===== src/rtl/lzc_pkg.sv =====
// Shared widths and helpers for the leading-zero counter family.
// Latency: n/a (package only).
// Backpressure: n/a (package only).
package lzc_pkg;

  // Widths the FPU normalization path instantiates, with their log widths.
  localparam int LZC_XLEN_4   = 4;
  localparam int LZC_XLEN_8   = 8;
  localparam int LZC_XLEN_16  = 16;
  localparam int LZC_XLEN_32  = 32;
  localparam int LZC_XLEN_64  = 64;
  localparam int LZC_XLEN_128 = 128;

  localparam int LZC_XLOG_4   = 2;
  localparam int LZC_XLOG_8   = 3;
  localparam int LZC_XLOG_16  = 4;
  localparam int LZC_XLOG_32  = 5;
  localparam int LZC_XLOG_64  = 6;
  localparam int LZC_XLOG_128 = 7;

  localparam int LZC_XLEN_MIN = LZC_XLEN_4;
  localparam int LZC_XLEN_MAX = LZC_XLEN_128;

  // Ceiling log2, usable in constant expressions for parameter checks.
  function automatic int lzc_clog2(input int n);
    int r;
    r = 0;
    while ((1 << r) < n) r++;
    return r;
  endfunction

  function automatic bit lzc_is_pow2(input int n);
    return (n > 0) && ((n & (n - 1)) == 0);
  endfunction

endpackage


===== src/rtl/lzc_merge.sv =====
// One tree node: combines the upper (left) and lower (right) half results.
// Latency: combinational.
// Backpressure: none.
//   vl/cl : valid flag and index from the upper half (W bits)
//   vr/cr : valid flag and index from the lower half (W bits)
//   v/c   : merged valid flag and index (W+1 bits)
module lzc_merge
  import lzc_pkg::*;
#(
  parameter int W = 1
) (
  input  logic         vl,
  input  logic [W-1:0] cl,
  input  logic         vr,
  input  logic [W-1:0] cr,
  output logic         v,
  output logic [W:0]   c
);

  // The upper half wins whenever it holds any set bit, so its valid flag
  // doubles as the new index MSB.
  assign v = vl | vr;
  assign c = {vl, (vl ? cl : cr)};

endmodule


===== src/rtl/leading_zero_counter.sv =====
// Leading-one detector: registered index of the highest set bit of a (~c = leading zeros).
// Latency: 1 cycle, new operand accepted every cycle.
// Backpressure: none; no handshake.
//   clock : rising-edge clock
//   reset : asynchronous active-low reset
//   a     : operand to scan (XLEN bits)
//   c     : index of highest set bit (XLOG bits), 0 when a == 0
//   v     : 1 when a has any set bit
module leading_zero_counter
  import lzc_pkg::*;
#(
  parameter int XLEN = 128,
  parameter int XLOG = $clog2(XLEN)
) (
  input  logic            clock,
  input  logic            reset,
  input  logic [XLEN-1:0] a,
  output logic [XLOG-1:0] c,
  output logic            v
);

  if (!lzc_is_pow2(XLEN) || (XLEN < LZC_XLEN_MIN) || (XLEN > LZC_XLEN_MAX) ||
      (XLOG != lzc_clog2(XLEN))) begin : g_bad_param
    $error("leading_zero_counter: XLEN must be a power of two in 4..128 and XLOG = log2(XLEN)");
  end

  // Level l holds XLEN >> (l+1) nodes, each with an (l+1)-bit index.
  for (genvar l = 0; l < XLOG; l++) begin : g_lvl
    localparam int N = XLEN >> (l + 1);
    logic [N-1:0] nv;
    logic [l:0]   nc [N];

    if (l == 0) begin : g_leaf
      // 2-bit group: index bit is simply the upper bit of the pair.
      for (genvar j = 0; j < N; j++) begin : g_node
        assign nv[j] = a[2*j+1] | a[2*j];
        assign nc[j] = a[2*j+1];
      end
    end else begin : g_tree
      for (genvar j = 0; j < N; j++) begin : g_node
        lzc_merge #(.W(l)) u_merge (
          .vl (g_lvl[l-1].nv[2*j+1]),
          .cl (g_lvl[l-1].nc[2*j+1]),
          .vr (g_lvl[l-1].nv[2*j]),
          .cr (g_lvl[l-1].nc[2*j]),
          .v  (nv[j]),
          .c  (nc[j])
        );
      end
    end
  end

  logic            tree_v;
  logic [XLOG-1:0] tree_c;

  // With a == 0 every mux falls through to the leaf bit, so tree_c is 0.
  assign tree_v = g_lvl[XLOG-1].nv[0];
  assign tree_c = g_lvl[XLOG-1].nc[0];

  always_ff @(posedge clock or negedge reset) begin
    if (!reset) begin
      c <= '0;
      v <= 1'b0;
    end else begin
      c <= tree_c;
      v <= tree_v;
    end
  end

endmodule


===== config.mk =====
export PLATFORM = sky130hd
export DESIGN_NAME = leading_zero_counter
export DESIGN_NICKNAME = d
export VERILOG_FILES = /design/src/rtl/lzc_pkg.sv /design/src/rtl/lzc_merge.sv /design/src/rtl/leading_zero_counter.sv
export SDC_FILE = /design/constraint.sdc
export NUM_CORES = 1
export LEC_CHECK = 0
export ABC_AREA = 0
export CAP_MARGIN = 0
export CORE_UTILIZATION = 30
export CTS_CLUSTER_SIZE = 24
export DETAILED_ROUTE_END_ITERATION = 8
export GPL_ROUTABILITY_DRIVEN = 0
export PLACE_DENSITY = 0.78
export SYNTH_ARGS = -nofsm -noshare
export SYNTH_HDL_FRONTEND = slang
export SYNTH_SLANG_ARGS = --single-unit

===== constraint.sdc =====
create_clock -name clock -period 0.8 [get_ports clock]
set_input_delay 0.16 -clock clock [delete_from_list [all_inputs] [get_ports clock]]
set_output_delay 0.16 -clock clock [all_outputs]
set_load 0.005 [all_outputs]

==> results of run 1 <==
[worst max-delay path by stage]
stage                     start  endpoint  slack, ns  depth (start not counted)
after floorplan           a[58]      c[2]      -0.84                          6
after global placement    a[14]      c[2]      -1.35                          6
after detailed placement  a[69]      c[1]      -1.39                          7
after CTS                 a[57]      c[2]      -0.81                          7
after global routing      a[25]      c[1]      -0.91                          8
final                     a[25]      c[1]      -0.85                          8
[layout by cell type, fill, tap and decap left out, drive strengths merged, types with 7 or more instances in the layout]
| master | count |
|---|---|
| buf | 209 |
| nor2 | 39 |
| o21ai | 28 |
| nor4 | 26 |
| a21oi | 25 |
| inv | 23 |
| clkdlybuf4s15 | 23 |
| dlygate4sd2 | 21 |
| nor3 | 15 |
| nor2b | 12 |
| clkbuf | 9 |
| dfrtp | 8 |
| nand2 | 7 |
| clkdlybuf4s50 | 7 |
[final cells by class]
class                   instances  area share (%)
inverters                      23            2.05
multi-input cells             219            41.7
clock buffers                   3           0.953
repair buffers                267            48.7
flip-flops and latches          8            4.62
well taps                      70            2.02
[state kept, by name (all words and copies together), names as in the netlist]
name	flops
c	7
v	1
[power by group through the flow]
stage	logic [mW]	registers [mW]	clock network (mW)
floorplan	0.273	0.423	0
global placement	1.44	0.421	0
detailed placement	1.47	0.422	0
CTS	1.41	0.416	0.475
global route	1.58	0.417	0.521
finish	1.48	0.417	0.487
[critical path, stage by stage]
cell	delay, ns
buf_6	0.09
or4_4	0.55
nor2_4	0.16
buf_4	0.16
a2111oi_1	0.09
mux2i_2	0.23
a221oi_2	0.09
a311oi_1	0.24
[synth_stat cells, types with 4 or more instances]
library cell,number
or4_4,4
nor2b_1,12
inv_1,23
o31ai_1,5
nor3_1,14
nor4_1,19
nand2_1,7
nor2_1,37
o21ai_0,27
nand4_1,4
dfrtp_1,8
nand2b_1,4
a21oi_1,25
nor4_2,4
[what timing repair did]
| item | 4_1_cts | 5_1_grt |
|---|---|---|
| buffers inserted | 15 | 11 |
| setup endpoints to repair | 16 | 16 |
| pin swaps | 68 | 35 |
| resized for setup | 479 | 30 |
| gates cloned | 0 | 0 |
[cell families (layout without fill, tap and decap cells)]
logic type	after synthesis	count (layout)	synth area share, %
buffers and inverters	23	293	5.13
and+or+nand+nor	130	130	49.1
AOI/OAI and AO/OA	87	87	32.6
DFF	8	8	11.9
muxes	2	2	1.26
[routing by layer]
metal | up-vias | global-route usage (%) | routed length, um
met4 | 0 | 11.0 | 359
met5 | - | 0 | 0
met3 | 38 | 5.24 | 559
met2 | 166 | 54.8 | 4720
met1 | 1495 | 29.1 | 3340
li1 | 1518 | - | -
==> summary.txt, run 1 <==
Cell Int Power = 1.58 mW
Root buffer cell = clkbuf_8
Die area = 5910 sq um
Synth Flop Type = dfrtp_1
PD cells = 550 nW/um^2
Max-Cap Viols = 0
Asr flop ratio synth = 100%
Logic pwr share = 62.1%
Top Ports = 138
# H-tree levels = 1
CP max FO = 3
Final HPWL DP = 6.37 mm
Final WL = 8.98 mm
DRT Pass-1 Iters = 4
Pre-CTS setup slack = -1.39 ns
Final ANT Viol Nets = 0
Setup crit end kind = flop
Cts hold-fix bufs = 0
TNS Setup = -6.32 ns
Multi-input logic area = 1810 sq um
Cells after Synth = 250
Crit path kind = input pin to flop
Via count = 3217
Fill count = 334
Row count = 26
Initial core utilization = 32.1%
Final core occ = 82.7%
Clock power share = 20.4%
CTS tree = built
Hold Worst Slack = 0.215 ns
Total CTS buffers = 3
Port Buffers = 137
Final min period = 1.65 ns
Die Wd = 76.9 um
#FFs+latches synth = 8
Via-to-Cell Ratio = 5.45
Final WS setup = -0.848 ns
Placed cell count = 563
Final setup viols = 16
Critical Path RT = 0.92 ns
DR WL/cell = 15.2 um
CP Data Arrival Time = 1.77 ns
EDFF count, synth = 0
Congestion Overflow GR = 0
Final hold violation count = 0
Clock transition at the registers of the reported paths = 0.04 ns
CORE AREA = 5240 sq um
Final net count = 652
Largest net degree at the start of global routing = 9
Number of diodes = 0
Fraction of layout instances using a drive strength above 1 = 55.0%
Slew margin rel. = 68.4%
Syn Nets = 380
Layout area overhead = 157%
Area leader, netlist = dfrtp_1
Yosys warns = 0
Status = finished with violations
Worst-margin pin slew = 0.473 ns
Slew Viols, Final = 0
Net switching fraction of the power = 33.6%
RSZ-0062 raised after global routing = true
Post-synthesis sequential area ratio = 11.9%
Hold Path Class = input pin to asynchronous set/reset pin
Wire length of the first global-routing pass = 13.8 mm
CTS sink count = 8
P_sw = 0.802 mW
Average size of a mapped cell = 6.73 sq um
VDD IR-drop max = 0.551 mV
Post-route design area = 4330 sq um
Leak = 1.91 nW
Area share of the largest cell type after synthesis = 11.9%
Fin cells = 590
Iter 0 DRT Violations = 149
Vias in the first global route = 3316
Synthesized cell area = 1680 sq um
Gr usage total = 28.1%
Placement Cell Area = 4060 sq um
DRC viols = 0
Violated checks = setup timing
Power Total = 2.38 mW
Reg area = 200 sq um
Max Freq = 0.607 GHz
Distinct cells, synth = 50
Final worst path period share = 206%
Flop pwr share = 17.5%
Clk buf depth = 2
Antenna violations before repair = 0
CP Launch Type = input pin
Die Y = 76.9 um
Top post-synthesis cells by area = dfrtp_1 12%, nor2_1 8.3%, o21ai_0 8.0%, a21oi_1 7.4%, nor4_1 7.1%
Power figures use the tool's default switching activity.
==> inputs of run 2 (changes only) <==
ABC_CLOCK_PERIOD_IN_PS = 800   (was unset)
CELL_PAD_IN_SITES_DETAIL_PLACEMENT = 0   (was unset)
CELL_PAD_IN_SITES_GLOBAL_PLACEMENT = 1   (was unset)
CORE_UTILIZATION = 19   (was 30)
PLACE_DENSITY = unset   (was 0.78)
PLACE_DENSITY_LB_ADDON = 0.1   (was unset)
==> run 2 against run 1 <==
- the run still ends with setup timing left
- worst setup slack better by 0.039 ns
- sequential power about the same
- routed wire length shrank 8.5%
- cell count grew 9.2%
- via count is 6.7% lower
- final area rose by 4.8%
- die area up 56%
- critical path depth down 1
- worst hold slack got worse by 0.012 ns
- largest cell class unchanged
- first-iteration DRC count is 49% lower
- non-clock buffer count increased by 19
- clock power rose by 5.1%
==> summary.txt, run 2 (synthesis results as in run 1) <==
Max FFs per register = 7 (unchanged)
Final WS setup = -0.809 ns (was -0.848 ns)
DR WL/cell = 12.8 um (was 15.2 um)
Vias in the first global route = 3066 (was 3316)
Final setup viols = 16 (unchanged)
# H-tree levels = 1 (unchanged)
Layout area overhead = 170% (was 157%)
Slew Viols, Final = 0 (unchanged)
Initial core utilization = 20.1% (was 32.1%)
Final hold violation count = 0 (unchanged)
Final net count = 671 (was 652)
CP Data Arrival Time = 1.77 ns (about the same)
Pre-CTS setup slack = -1.40 ns (was -1.39 ns)
Fraction of layout instances using a drive strength above 1 = 54.5% (was 55.0%)
Leak = 2.00 nW (was 1.91 nW)
Logic pwr share = 61.6% (was 62.1%)
CORE AREA = 8380 sq um (was 5240 sq um)
Clock power share = 21.2% (was 20.4%)
Top Registers = c x7, v x1 (unchanged)
DRC viols = 0 (unchanged)
Die Wd = 96.1 um (was 76.9 um)
Clk buf depth = 2 (unchanged)
Final min period = 1.61 ns (was 1.65 ns)
Antenna violations before repair = 0 (unchanged)
Final HPWL DP = 6.73 mm (was 6.37 mm)
Worst-margin pin slew = 0.458 ns (was 0.473 ns)
VDD IR-drop max = 0.227 mV (was 0.551 mV)
Setup crit end kind = flop (unchanged)
M1 wire length = 3.31 mm (was 3.34 mm)
CP max FO = 4 (was 3)
Crit path kind = input pin to flop (unchanged)
Placement Cell Area = 4200 sq um (was 4060 sq um)
Critical Path RT = 0.96 ns (was 0.92 ns)
P_sw = 0.802 mW (about the same)
Max-Cap Viols = 0 (unchanged)
Via count = 3000 (was 3217)
Total CTS buffers = 3 (unchanged)
CP Launch Type = input pin (unchanged)
Iter 0 DRT Violations = 76 (was 149)
Commonest cells after routing, fill and taps aside = 141 x buf_4, 46 x buf_2, 32 x dlygate4sd2_1, 30 x nor2_1, 24 x clkdlybuf4s15_1 (was 119 x buf_4, 56 x buf_2, 33 x nor2_1, 31 x buf_6, 24 x o21ai_0)
Cts hold-fix bufs = 0 (unchanged)
Die Y = 96.1 um (was 76.9 um)
Wire length of the first global-routing pass = 12.7 mm (was 13.8 mm)
Fin cells = 644 (was 590)
PD cells = 531 nW/um^2 (was 550 nW/um^2)
Gr usage total = 17.3% (was 28.1%)
Top Ports = 138 (unchanged)
Fill count = 794 (was 334)
Met3 wire length = 451 um (was 559 um)
Reg area = 200 sq um (unchanged)
Final core occ = 54.2% (was 82.7%)
Multi-input logic area = 1820 sq um (was 1810 sq um)
Final worst path period share = 201% (was 206%)
Hold Path Class = input pin to asynchronous set/reset pin (unchanged)
Status = finished with violations (unchanged)
Largest net degree at the start of global routing = 9 (unchanged)
RSZ-0062 raised after global routing = true (unchanged)
Net switching fraction of the power = 33.2% (was 33.6%)
Cell Int Power = 1.61 mW (was 1.58 mW)
Root buffer cell = clkbuf_8 (unchanged)
Top reg by flops = c (unchanged)
Die area = 9240 sq um (was 5910 sq um)
Flop pwr share = 17.2% (was 17.5%)
CTS sink count = 8 (unchanged)
Leading cell type in the layout, fill and taps excluded = buf_4 (unchanged)
Max Freq = 0.622 GHz (was 0.607 GHz)
Final WL = 8.22 mm (was 8.98 mm)
Clock transition at the registers of the reported paths = 0.05 ns (was 0.04 ns)
Via-to-Cell Ratio = 4.66 (was 5.45)
CTS tree = built (unchanged)
Violated checks = setup timing (unchanged)
Post-route design area = 4540 sq um (was 4330 sq um)
Row count = 33 (was 26)
Congestion Overflow GR = 0 (unchanged)
Slew margin rel. = 69.4% (was 68.4%)
Metal2 WL = 4.35 mm (was 4.72 mm)
Placed cell count = 611 (was 563)
Final ANT Viol Nets = 0 (unchanged)
Max layer used = met4 (unchanged)
Power Total = 2.41 mW (was 2.38 mW)
DRT Pass-1 Iters = 4 (unchanged)
Number of diodes = 0 (unchanged)
Port Buffers = 137 (unchanged)
==> run 2: cell count changes in the layout (fill, tap and decap cells not counted), sizes merged <==
cell           change
clkbuf             -1
dlygate4sd2       +11
buf                +1
clkdlybuf4s50      -1
clkdlybuf4s15     +10
dlymetal6s2s       -1
==> run 2: worst paths after layout <==
| kind | start | end | slack [ns] |
|---|---|---|---|
| max | a[30] | c[0] | -0.81 |
| min | reset | c[2] | 0.20 |
| max in group asynchronous | reset | c[4] | 0.33 |
| min in group clock | a[100] | c[4] | 0.41 |
==> run 2: critical path, stage by stage <==
cell and delay, ns:
buf_6 0.09, or4_4 0.55, nor2_4 0.15, nand3_4 0.12
a311o_1 0.32, a31o_1 0.23, o22ai_2 0.15
==> run 2: repair_timing <==
item                                    4_1_cts  5_1_grt
pin swaps                                    64       24
endpoints found under the setup margin       16       16
gates resized for setup                     425       30
setup buffers                                28        4
==> run 2: layer usage <==
| metal | vias to the layer above | global-route usage (%) |
|---|---|---|
| met5 | - | 0 |
| met3 | 9 | 1.42 |
| li1 | 1553 | - |
| met1 | 1356 | 19.7 |
| met4 | 0 | 4.98 |
| met2 | 82 | 33.8 |
==> run 2: power by group through the flow <==
stage	Combinational, mW	Sequential, mW	Clock [mW]
after global routing	1.61	0.416	0.533
after floorplan	0.273	0.423	0
after detailed placement	1.52	0.422	0
after global placement	1.51	0.422	0
final	1.49	0.415	0.512
after CTS	1.46	0.415	0.517
==> run 2: layout make-up <==
| cell class | instances | area share [%] |
|---|---|---|
| Inverter | 23 | 1.90 |
| Timing Repair Buffer | 286 | 49.9 |
| Clock buffer | 3 | 0.910 |
| Sequential cell | 8 | 4.41 |
| Tap cell | 105 | 2.89 |
| Multi-Input combinational cell | 219 | 40.0 |
==> run 2: through the flow <==
stage | hold WS [ns] | TNS [ns]
3_5_place_dp | 0.465 | -11.66
2_1_floorplan | -0.136 | -5.27
5_1_grt | 0.242 | -6.80
4_1_cts | 0.215 | -6.09
3_3_place_gp | 0.465 | -11.49
6_report | 0.203 | -6.18
==> inputs of run 3 (changes only) <==
==> constraint.sdc (replaced) <==
create_clock -name clock -period 0.8 [get_ports clock]
set_input_delay 0.12 -clock clock [delete_from_list [all_inputs] [get_ports clock]]
set_output_delay 0.12 -clock clock [all_outputs]
set_load 0.005 [all_outputs]
==> run 3 against run 2 <==
- the flow still finishes with violations (setup timing)
- die area unchanged
- power is 1.8% lower
- worst setup slack gained 0.036 ns
- maximum frequency rose by 2.3%
- sequential share of layout area rose by 0.13 points
- cell count decreased by 0.93%
==> summary.txt, run 3 (synthesis results as in run 1) <==
Status = finished with violations (unchanged)
Violated checks = setup timing (unchanged)
Final setup viols = 16 (unchanged)
CP Data Arrival Time = 1.70 ns (was 1.77 ns)
Clock power share = 20.6% (was 21.2%)
Cell Int Power = 1.60 mW (was 1.61 mW)
Vias in the first global route = 2990 (was 3066)
Slew margin rel. = 74.9% (was 69.4%)
Commonest cells after routing, fill and taps aside = 135 x buf_4, 49 x buf_2, 32 x nor2_1, 27 x dlygate4sd2_1, 26 x buf_6 (was 141 x buf_4, 46 x buf_2, 32 x dlygate4sd2_1, 30 x nor2_1, 24 x clkdlybuf4s15_1)
Initial core utilization = 20.1% (unchanged)
Final HPWL DP = 6.76 mm (was 6.73 mm)
Antenna violations before repair = 0 (unchanged)
Number of diodes = 0 (unchanged)
Top reg by flops = c (unchanged)
CORE AREA = 8380 sq um (unchanged)
Largest stage delay on the critical path = 0.55 ns (about the same)
Flop pwr share = 17.5% (was 17.2%)
Row count = 33 (unchanged)
Slew Viols, Final = 0 (unchanged)
Root buffer cell = clkbuf_8 (unchanged)
Via count = 2976 (was 3000)
Hold Path Class = input pin to asynchronous set/reset pin (unchanged)
Final min period = 1.57 ns (was 1.61 ns)
DRC viols = 0 (unchanged)
Clock transition at the registers of the reported paths = 0.04 ns (was 0.05 ns)
Worst path bufs/invs = 2 (was 1)
Placed cell count = 611 (unchanged)
Layout area overhead = 162% (was 170%)
VDD IR-drop max = 0.244 mV (was 0.227 mV)
Most used cell, CP = buf_6
Leak = 1.98 nW (was 2.00 nW)
Logic pwr share = 61.8% (was 61.6%)
Final WS setup = -0.773 ns (was -0.809 ns)
Critical Path RT = 0.92 ns (was 0.96 ns)
RSZ-0062 raised after global routing = true (unchanged)
Fill count = 802 (was 794)
Net switching fraction of the power = 32.6% (was 33.2%)
Port Buffers = 137 (unchanged)
CP max FO = 3 (was 4)
Max Freq = 0.636 GHz (was 0.622 GHz)
Fraction of layout instances using a drive strength above 1 = 55.0% (was 54.5%)
P_sw = 0.772 mW (was 0.802 mW)
# H-tree levels = 1 (unchanged)
Crit path cell chain = buf_6 -> or4_4 -> nor2_4 -> buf_6 -> a2111oi_4 -> mux2i_1 -> a221oi_1 -> a311oi_1 (was buf_6 -> or4_4 -> nor2_4 -> nand3_4 -> a311o_1 -> a31o_1 -> o22ai_2)
Max-Cap Viols = 0 (unchanged)
Final worst path period share = 197% (was 201%)
Via-to-Cell Ratio = 4.66 (about the same)
Worst-margin pin slew = 0.371 ns (was 0.458 ns)
DR WL/cell = 12.6 um (was 12.8 um)
PD cells = 537 nW/um^2 (was 531 nW/um^2)
Total CTS buffers = 3 (unchanged)
Final net count = 665 (was 671)
Iter 0 DRT Violations = 74 (was 76)
Gr usage total = 17.0% (was 17.3%)
Largest net degree at the start of global routing = 9 (unchanged)
Final hold violation count = 0 (unchanged)
Power Total = 2.37 mW (was 2.41 mW)
Clk buf depth = 2 (unchanged)
WP depth = 8 (was 7)
Die Y = 96.1 um (unchanged)
Max FFs per register = 7 (unchanged)
Top Registers = c x7, v x1 (unchanged)
Congestion Overflow GR = 0 (unchanged)
CP Launch Type = input pin (unchanged)
Top Ports = 138 (unchanged)
Final WL = 8.07 mm (was 8.22 mm)
DRT Pass-1 Iters = 4 (unchanged)
Slowest CP cell = or4_4 (unchanged)
Setup crit end kind = flop (unchanged)
CTS sink count = 8 (unchanged)
Die Wd = 96.1 um (unchanged)
Die area = 9240 sq um (unchanged)
CP top delay family = simple AND/OR/NAND/NOR gates (unchanged)
Final ANT Viol Nets = 0 (unchanged)
Leading cell type in the layout, fill and taps excluded = buf_4 (unchanged)
CTS tree = built (unchanged)
Wire length of the first global-routing pass = 12.6 mm (was 12.7 mm)
Final core occ = 52.6% (was 54.2%)
Fin cells = 638 (was 644)
Crit path kind = input pin to flop (unchanged)
[run 3: final timing paths]
path                       startpoint    to  slack [ns]
worst min-delay path            reset  c[6]        0.17
min in group clock             a[100]  c[4]        0.36
worst max-delay path            a[24]  c[1]       -0.77
max in group asynchronous       reset  c[4]        0.37
[run 3: power groups by stage]
stage          logic [mW]  registers (mW)  clock network [mW]
2_1_floorplan       0.273           0.423                   0
3_3_place_gp         1.51           0.422                   0
3_5_place_dp         1.52           0.422                   0
4_1_cts              1.44           0.416               0.495
5_1_grt              1.59           0.416               0.523
6_report             1.47           0.416               0.489
[run 3: layer usage]
metal | up-vias | GRT usage, % | wire (um)
li1 | 1550 | - | -
met3 | 8 | 1.11 | 441
met5 | - | 0 | 0
met1 | 1335 | 19.9 | 3210
met4 | 0 | 4.73 | 106
met2 | 83 | 32.8 | 4300
[run 3: repair_timing]
| item | CTS | global route |
|---|---|---|
| setup buffers | 23 | 4 |
| endpoints found under the setup margin | 16 | 16 |
| hold buffers | 0 | 0 |
| gates cloned | 0 | 0 |
| hold endpoints to repair | 0 | 0 |
| gates resized for setup | 420 | 55 |
| pin swaps | 60 | 31 |
[run 3: per-stage QoR]
| step | hold WS [ns] | TNS, ns | cell area, sq um | worst slack [ns] |
|---|---|---|---|---|
| floorplan | -0.176 | -4.95 | 1800 | -0.804 |
| global placement | 0.425 | -10.85 | 4200 | -1.33 |
| detailed placement | 0.421 | -11.04 | 4200 | -1.36 |
| CTS | 0.180 | -5.38 | 4350 | -0.832 |
| global route | 0.198 | -5.83 | 4410 | -0.848 |
| finish | 0.169 | -5.21 | 4410 | -0.773 |
[run 3: cell type report]
type	instances	area, sq um	share of cell area [%]
multi-input cells	219	1790	40.5
well taps	105	131	2.98
flip-flops and latches	8	200	4.54
clock buffers	3	41.3	0.936
repair buffers	280	2170	49.1
inverters	23	86.3	1.96
